**config.mk**
```make
export PLATFORM = sky130hd
export DESIGN_NAME = agnus_blitter_fill_stream
export DESIGN_NICKNAME = d
export VERILOG_FILES = /design/src/rtl/agnus_blitter_pkg.sv /design/src/rtl/agnus_blitter_fill_core.sv /design/src/rtl/agnus_blitter_fill_stream.sv
export SDC_FILE = /design/constraint.sdc
export NUM_CORES = 1
export LEC_CHECK = 0
export ABC_AREA = 1
export BUFFER_PORTS_ARGS = -buffer_cell sky130_fd_sc_hd__buf_4
export CORE_AREA = 2 2 73 82
export DETAILED_ROUTE_END_ITERATION = 12
export DIE_AREA = 0 0 75 84
export PLACE_DENSITY = 0.59
export SLEW_MARGIN = 20
export SYNTH_ARGS = -nofsm -noshare
export SYNTH_HDL_FRONTEND = slang
export SYNTH_HIERARCHICAL = 1
export SYNTH_SLANG_ARGS = --single-unit
```
**constraint.sdc**
```tcl
create_clock -name clk -period 9.5 [get_ports clk]
set_clock_uncertainty 0.1 [all_clocks]
set_input_delay 1.9 -clock clk [delete_from_list [all_inputs] [get_ports clk]]
set_output_delay 1.9 -clock clk [all_outputs]
set_load 0.02 [all_outputs]
```
**src/rtl/agnus_blitter_pkg.sv**
```systemverilog
// rtl/agnus_blitter_pkg.sv - shared fill-mode type and legal word widths for the blitter fill path
package agnus_blitter_pkg;

  typedef enum logic [1:0] {
    FILL_BYPASS = 2'd0,
    FILL_INCL   = 2'd1,
    FILL_EXCL   = 2'd2
  } fill_mode_t;

  localparam int unsigned LEGAL_W [3] = '{16, 32, 64};

  function automatic logic is_legal_w(input int unsigned w);
    logic ok;
    ok = 1'b0;
    for (int i = 0; i < 3; i++) begin
      if (LEGAL_W[i] == w) ok = 1'b1;
    end
    return ok;
  endfunction

endpackage

```
**src/rtl/agnus_blitter_fill_core.sv**
```systemverilog
// rtl/agnus_blitter_fill_core.sv - combinational LSB-to-MSB fill carry chain and mode select
module agnus_blitter_fill_core
  import agnus_blitter_pkg::*;
#(
  parameter int W = 16
) (
  input  logic       cin,
  input  logic [W-1:0] data,
  input  fill_mode_t mode,
  output logic [W-1:0] out,
  output logic       cout
);

  logic [W-1:0] c;

  // Each chain bit is the running parity of cin and all data bits at or below it.
  always_comb begin
    logic carry;
    c     = '0;
    carry = cin;
    for (int j = 0; j < W; j++) begin
      carry = carry ^ data[j];
      c[j]  = carry;
    end
  end

  assign cout = c[W-1];

  always_comb begin
    out = data;
    case (mode)
      FILL_EXCL: out = c;
      FILL_INCL: out = c | data;
      default:   out = data;
    endcase
  end

endmodule

```
**src/rtl/agnus_blitter_fill_stream.sv**
```systemverilog
// rtl/agnus_blitter_fill_stream.sv - streaming area-fill stage with line tracking and one-deep output register
module agnus_blitter_fill_stream
  import agnus_blitter_pkg::*;
#(
  parameter int W = 16
) (
  input  logic         clk,
  input  logic         reset,
  input  logic         ife,
  input  logic         efe,
  input  logic         fci,
  input  logic         in_valid,
  output logic         in_ready,
  input  logic [W-1:0] in_data,
  input  logic         in_sol,
  input  logic         in_eol,
  output logic         out_valid,
  input  logic         out_ready,
  output logic [W-1:0] out_data,
  output logic         out_eol,
  output logic         out_fco,
  output logic         busy
);

  logic         accept;
  logic         line_start;
  logic         line_open;
  logic         carry_q;
  logic         cin;
  logic         cout;
  logic [W-1:0] fill;
  fill_mode_t   pin_mode;
  fill_mode_t   mode_q;
  fill_mode_t   mode_eff;

  // Reset forces ready high but blocks the accept, so nothing slips in during reset.
  assign in_ready   = reset || !out_valid || out_ready;
  assign accept     = in_valid && in_ready && !reset;
  assign line_start = in_sol || !line_open;

  assign pin_mode = efe ? FILL_EXCL : (ife ? FILL_INCL : FILL_BYPASS);
  assign mode_eff = line_start ? pin_mode : mode_q;
  assign cin      = line_start ? fci : carry_q;

  agnus_blitter_fill_core #(.W(W)) u_core (
    .cin  (cin),
    .data (in_data),
    .mode (mode_eff),
    .out  (fill),
    .cout (cout)
  );

  always_ff @(posedge clk) begin
    if (reset) begin
      out_valid <= 1'b0;
      out_data  <= '0;
      out_eol   <= 1'b0;
      out_fco   <= 1'b0;
      carry_q   <= 1'b0;
      line_open <= 1'b0;
      mode_q    <= FILL_BYPASS;
    end else begin
      if (accept) begin
        out_valid <= 1'b1;
        out_data  <= fill;
        out_eol   <= in_eol;
        out_fco   <= cout;
        carry_q   <= cout;
        line_open <= !in_eol;
        mode_q    <= mode_eff;
      end else if (out_ready) begin
        out_valid <= 1'b0;
      end
    end
  end

  assign busy = line_open || out_valid;

endmodule
```
Word level (Yosys, flattened, before mapping)
Index checks and enable logic that the tools add are counted.

Register bits after elaboration: 22. Bits of input ports: 25.

Muxes and demuxes: 7. Reductions and logical operators: 11. Bitwise logic cells: 17. Equality and inequality tests: 2.

Operators with widths (number): $pmux W16 S2 (1); $or A16 B16 Y16 (1); $xor A1 B1 Y1 (16); $logic_not A1 Y1 (4); $logic_or A1 B1 Y1 (4); $mux W1 (4); $mux W2 (2); $eq A2 B1 Y1 const B (1); $eq A2 B2 Y1 const B (1); $logic_and A1 B1 Y1 (2); $reduce_bool A2 Y1 (1).

Logic depth before layout (Yosys ltp)
Gate-level depths: netlist of the first run.

Word-level depth: 21. Depth in mapped cells: 44.

By module
The synthesis of the first run kept the hierarchy.

By module, submodules not included: agnus_blitter_fill_core (instances 1, sequential area each 0.0 µm², area each 915.9 µm², cells an instance 172); agnus_blitter_fill_stream (instances 1, sequential area each 440.4 µm², area each 857.1 µm², cells an instance 119).

Worst setup path before layout of the first run
No wires, ideal clock.

Path type: input to register. Start point: input in_sol. End point: register out_data[15]. Stages on the path: 43. Library setup time: 0.113 ns. Arrival time: 7.418 ns. Slack: 1.868 ns. Path buffers: 0. Data required time: 9.287 ns. Cell sequence: inv_1 -> nand2_1 -> inv_1 -> nand2_1 -> nand2_1 -> inv_1 -> ha_1 -> inv_1 -> ha_1 -> inv_1 -> ha_1 -> inv_1 -> ha_1 -> inv_1 -> ha_1 -> inv_1 -> ha_1 -> inv_1 -> [... 7 more ...] -> inv_1 -> ha_1 -> inv_1 -> ha_1 -> inv_1 -> ha_1 -> inv_1 -> ha_1 -> inv_1 -> ha_1 -> inv_1 -> ha_1 -> nand2_1 -> nand2_1 -> nand2_1 -> nand2_1 -> nand2_1 -> nand2_1.

Cells in the longest elaborated chain, start to end: 20. Elaborated cells on any way between the ends: 23.

RTL lines: start, declared (line agnus_blitter_fill_stream.sv:15) `input logic in_sol,`; $logic_or A1 B1 Y1 (*) (line agnus_blitter_fill_stream.sv:39) `assign line_start = in_sol || !line_open;`; $mux W1 (*) (line agnus_blitter_fill_stream.sv:43) `assign cin = line_start ? fci : carry_q;`; via cin (line agnus_blitter_fill_stream.sv:29) `logic cin;`; $xor A1 B1 Y1 (*) (16 in series) (line agnus_blitter_fill_core.sv:22) `carry = carry ^ data[j];`; via cout (line agnus_blitter_fill_stream.sv:30) `logic cout;`; $or A16 B16 Y16 (line agnus_blitter_fill_core.sv:33) `FILL_INCL: out = c | data;`; $pmux W16 S2 (*) (line agnus_blitter_fill_core.sv:31) `case (mode)`; via fill[15] (line agnus_blitter_fill_stream.sv:31) `logic [W-1:0] fill;`; end signal, assigned (line agnus_blitter_fill_stream.sv:65) `out_data <= fill;`; end, declared (line agnus_blitter_fill_stream.sv:19) `output logic [W-1:0] out_data,`.

The timed path passes the listed nets; every way through them passes the cells marked *. A chain may end at the register's enable or synchronous reset.

Worst setup path in the final report of the first run
Ends and elaborated chain as after synthesis.

==> results_dict.tcl, run 1 <==
set metrics [dict create \
    route.antenna.remaining_nets 0 \
    critPathMaxStageDelay_ns 0.29 \
    p_per_area_mw_per_mm2 158.3 \
    status "finished clean" \
    synthesis.area_mm2 0.001773 \
    start_util 0.3194 \
    gr-usage-all-layers 0.1310 \
    core_mm2 0.005552 \
    vias 1673 \
    top_usage_layer "met2" \
    finalWirelength_mm 3.817 \
    yosysTopAreaCell "nand2_1" \
    antenna_found_initial 0 \
    postCtsSetupRepairBufs 0 \
    tightest_slew_ns 0.8081 \
    vdd_drop_max_uv 54.69 \
    clock.fmax_mhz 127.5 \
    end_kind "flip-flop" \
    p_leak_nw 1.330 \
    dp.cells 400 \
    power_switching_w 0.0001306 \
    synth_top_area_share 0.2837 \
    place_area_mm2 0.002078 \
    fillers 623 \
    clock_sinks 22 \
    maxSlewHeadroom 0.4607 \
    htreeDepth 1 \
    cp_slowest_cell "ha_1" \
    worst_path_most_repeated_cell "inv_1" \
    antenna_cells 0 \
    period_share 0.8255 \
    power.internal_w 0.0002070 \
    crit_required_ns 9.61 \
    finish.utilization 0.3843 \
    finalPower_w 0.0003376 \
    ys_seq_area_frac 0.2484 \
    holdCritPathClass "reg -> reg" \
    vias_per_cell 4.141 \
    die_area_mm2 0.006300 \
    finalMaxSlewViolations 0 \
    io_pins 46 \
    grt_pass1_wl_mm 6.596 \
    post-route-drc-count 0 \
    grt_max_degree 23 \
    drtPass1Iterations 4 \
    finalCriticalPeriod_ns 7.842 \
    die_x_um 75 \
    layout.nets 371 \
    first_iter_violations 51 \
    grt.met2_usage 0.2337 \
    ys.warnings.count 6 \
    wl_per_cell_um 9.448 \
    die_h_um 84 \
    synth_area_per_cell_um2 6.093 \
    cts_tree "built" \
    port_buffers 45 \
    area_growth_pct 20.32 \
    fin_setup_tns_ns 0 \
    cap_violations 0 \
    final_cell_area_mm2 0.002133 \
    comb_power_share 0.482 \
    hpwl_mm 2.993 \
    cp_max_fo 4 \
    arrival_ns 7.95 \
    netlist_instances 291 \
    grt_overflow_total 0 \
    clk_latency_ns 0.26 \
    synth-seq-cells 22 \
    synth_nets 334 \
    clockRootBuffer "clkbuf_8" \
    worst_setup_path_start_kind "input port" \
    hold_violations 0 \
    clk_pin_slew_ns 0.08 \
    ys_top_cells_by_area "nand2_1 28%, dfxtp_1 25%, ha_1 13%" \
    drive_gt1_frac 0.2324 \
    cts-resized-gates 0 \
    rows 29 \
    clkPwrFrac 0.197 \
    ctsHoldBuffers 0 \
    grt_pass1_vias 1530 \
    cts_buffers 3 \
    clockBufferDepth 2 \
    use_met3 0.01329 \
    synth.distinct_cells 21 \
    setup_viol 0 \
    crit_type "in -> reg" \
    use_met1 0.1623 \
    rsz0062_at_grt "no" \
    instances_no_fill 404 \
    p_seq_frac 0.321 \
    place.gp.congestion 0.7433 \
    p_sw_frac 0.3868 \
]
==> cell usage in the layout, fill, tap and decap left out, drive strengths merged <==
cell type	Yosys	layout
clkbuf	2	4
or2	1	1
a21oi	1	1
clkinv	9	9
inv	51	51
ha	18	18
and2	1	1
o21ai	1	1
nand3	21	21
nor2	5	5
buf	11	45
nand2	148	148
dfxtp	22	22
==> sequential cells by signal, summed over array words and instances, names as in the netlist <==
register and cells:
out_valid 1, carry_q 1, line_open 1, mode_q 2, out_eol 1, out_data 16
==> Yosys cell counts <==
master and n:
inv_1 49, nor2_1 4, clkinv_2 9, inv_2 1
buf_6 4, ha_1 18, dfxtp_1 22, nor2_2 1
buf_12 2, a21oi_1 1, clkbuf_1 1, buf_4 3
buf_2 2, clkbuf_4 1, nand2_2 14, or2_2 1
nand2_1 134, o21ai_0 1, inv_4 1, and2_1 1
nand3_1 21
==> power groups by stage <==
stage	combinational [W]	sequential, W	clock, W
2_1_floorplan	0.000115	0.000121	0
3_3_place_gp	0.000161	0.000111	0
3_5_place_dp	0.000165	0.000111	0
4_1_cts	0.000165	0.000109	0.0000689
5_1_grt	0.000190	0.000110	0.0000712
6_report	0.000163	0.000109	0.0000665
==> cells by family after synthesis <==
family | synth area share
and+or+nand+nor | 0.4114
AOI/OAI and AO/OA | 0.005640
buffers and inverters | 0.2075
DFF | 0.2484
adders and majority gates | 0.1270
==> routing by layer <==
layer / routed length, um / part of all wire
met5: 0 / 0
met4: 28 / 0.0073
met3: 156 / 0.041
met2: 1833 / 0.48
met1: 1799 / 0.47
==> path summary, 6_finish.rpt <==
check	slack [ns]	to	depth (start not counted)	startpoint
worst min register to register	0.37	out_data[12]	2	out_data[12]
worst max register to register	3.07	out_data[15]	42	line_open
worst min-delay path	0.37	out_data[12]	2	out_data[12]
worst max-delay path	1.66	out_data[15]	44	in_sol
==> cell type report <==
type / count / area (um^2) / area share
sequential: 22 / 440.4 / 0.2065
timing repair buffer: 45 / 337.8 / 0.1584
tap: 77 / 96.34 / 0.04516
multi-input combinational: 196 / 964.7 / 0.4522
clock buffer: 4 / 55.05 / 0.02581
inverter: 60 / 239.0 / 0.1120
==> worst max-delay path, delay by kind of cell <==
kind | cells | cell delay [ns]
and+or+nand+nor | 9 | 0.59
adders and majority gates | 16 | 4.50
buffers and inverters | 19 | 0.95
==> through the flow <==
stage | setup WS [ns] | hold slack, ns
after floorplan | 1.868 | 0.3415
after global placement | 1.471 | 0.3576
after detailed placement | 1.368 | 0.3604
after CTS | 1.626 | 0.3728
after global routing | 1.153 | 0.3827
final | 1.658 | 0.3691
Power figures use the tool's default switching activity.
==> inputs of run 2 (changes only) <==
--- a/config.mk
+++ b/config.mk
@@ -10,7 +10,7 @@
 export CORE_AREA = 2 2 73 82
 export DETAILED_ROUTE_END_ITERATION = 12
 export DIE_AREA = 0 0 75 84
-export PLACE_DENSITY = 0.59
+export PLACE_DENSITY = 0.61
 export SLEW_MARGIN = 20
 export SYNTH_ARGS = -nofsm -noshare
 export SYNTH_HDL_FRONTEND = slang
==> constraint.sdc (replaced) <==
create_clock -name clk -period 6.3 [get_ports clk]
set_clock_uncertainty 0.1 [all_clocks]
set_input_delay 1.26 -clock clk [delete_from_list [all_inputs] [get_ports clk]]
set_output_delay 1.26 -clock clk [all_outputs]
set_load 0.02 [all_outputs]
==> run 2 against run 1 <==
The flow now finishes with violations (setup timing). Non-clock buffer count is 6 higher. First-iteration DRC count is 27% higher. Worst hold slack better by 0.0012 ns. Sequential power is 50% higher. Global-route usage is 1.2 points higher. Core utilization is 5.2 points higher. Worst setup slack worse by 2.0 ns. Register-to-register slack worse by 2.7 ns. Cell count is 1.2% higher. Design area is 13% higher. Combinational power is 130% higher. Sequential share of layout area is 2.4 points lower. Critical path type unchanged. Critical endpoint unchanged. Largest power group unchanged.
==> results_dict.tcl, run 2 (synthesis gave the netlist of run 1 again) <==
set metrics [dict create \
    die_h_um 84 \
    grt_overflow_total 0 \
    vias 1708 \
    clock_sinks 22 \
    crit_required_ns 6.41 \
    drive_gt1_frac 0.3524 \
    end_kind "flip-flop" \
    clockRootBuffer "clkbuf_8" \
    p_per_area_mw_per_mm2 260.9 \
    drtPass1Iterations 4 \
    regArea_um2 440.4 \
    start_util 0.3194 \
    finalWirelength_mm 4.120 \
    setup_slack_ns -0.3423 \
    hold_violations 0 \
    violations "setup timing" \
    maxSlewHeadroom 0.4315 \
    wl_met3_um 126 \
    clk_pin_slew_ns 0.08 \
    die_x_um 75 \
    grt_pass1_vias 1749 \
    area_growth_pct 36.49 \
    crit_type "in -> reg" \
    wl_per_cell_um 10.07 \
    dr_wl_met2_mm 2.048 \
    reg_top3 "out_data x16, mode_q x2" \
    grt_pass1_wl_mm 7.224 \
    route.antenna.remaining_nets 0 \
    final_common_cell "nand2_1" \
    gr-usage-all-layers 0.1428 \
    holdCritPathClass "reg -> reg" \
    cts_buffers 3 \
    finalMaxSlewViolations 0 \
    final_cell_mix "132 x nand2_1, 50 x buf_4, 31 x inv_1, 22 x dfxtp_1, 21 x nand3_1" \
    clockBufferDepth 2 \
    rows 29 \
    multi_input_area_mm2 0.001175 \
    cts_tree "built" \
    worst_setup_path_start_kind "input port" \
    cp_slowest_cell "ha_4" \
    core_mm2 0.005552 \
    path_buf_inv 19 \
    grt_max_degree 23 \
    setup_viol 3 \
    arrival_ns 6.75 \
    drt-met1-wl_mm 1.866 \
    first_iter_violations 65 \
    antenna_cells 0 \
    cp_max_fo 3 \
    die_area_mm2 0.006300 \
    hpwl_mm 2.983 \
    place.gp.congestion 0.7335 \
    p_leak_nw 1.350 \
    ctsHoldBuffers 0 \
    post-route-drc-count 0 \
    worst_path_most_repeated_cell "ha_4" \
    place_ws_ns -1.107 \
    io_pins 46 \
    vias_per_cell 4.176 \
    crit_family "adder cells" \
    htreeDepth 1 \
    top_layer "met4" \
    clock.fmax_mhz 150.6 \
    period_share 1.054 \
    cap_violations 0 \
    tightest_slew_ns 0.8519 \
    regMostFlops "out_data" \
    clk_latency_ns 0.26 \
    rsz0062_at_grt "yes" \
    layout.nets 377 \
    port_buffers 45 \
    critPathMaxStageDelay_ns 0.27 \
    finalCriticalPeriod_ns 6.642 \
    antenna_found_initial 0 \
    status "finished, violations left" \
    vdd_drop_max_uv 94.22 \
    fin_setup_tns_ns -0.6007 \
    fillers 585 \
    largest_reg_flops 16 \
]
run 2: layer usage:
| layer | global-route usage | vias to the layer above |
|---|---|---|
| met5 | 0 | - |
| met4 | 0.05519 | 0 |
| met3 | 0.01208 | 6 |
| met2 | 0.2536 | 32 |
| met1 | 0.1711 | 747 |
| li1 | - | 923 |
run 2: what timing repair did:
item	4_1_cts	5_1_grt
pin swaps	21	1
resized for setup	41	4
setup endpoints to repair	4	3
buffers inserted	3	1
run 2: worst min-delay path: stages (launching register included):
cell     delay (ns)
dfxtp_1        0.32
nand3_1        0.07
nand2_1        0.04
run 2: layout make-up:
cell class / count / share of cell area
multi-input combinational: 196 / 0.4855
sequential: 22 / 0.1820
timing repair buffer: 51 / 0.1613
inverter: 60 / 0.1143
tap: 77 / 0.03981
clock buffer: 3 / 0.01706
run 2: worst paths after layout:
path	start	endpoint	depth (start not counted)	slack, ns
setup / recovery	in_sol	out_data[15]	44	-0.34
hold / removal	out_data[1]	out_data[1]	2	0.37
setup reg to reg	line_open	out_data[15]	42	0.36
hold reg to reg	out_data[1]	out_data[1]	2	0.37
run 2: through the flow:
stage	area (um^2)	hold WS, ns	cells	utilization	power, W
finish	2420	0.3702	409	0.4359	0.0006314
global route	2420	0.3884	409	0.4359	0.0006911
CTS	2402	0.3735	408	0.4327	0.0006186
detailed placement	2113	0.3610	402	0.3807	0.0004191
global placement	2113	0.3582	402	0.3807	0.0004120
floorplan	1793	0.3471	291	-	0.0003574
run 2: power breakdown:
part	internal, W	switching (W)
clock	0.0000427	0.0000437
sequential	0.000155	0.00000830
combinational	0.000182	0.000200
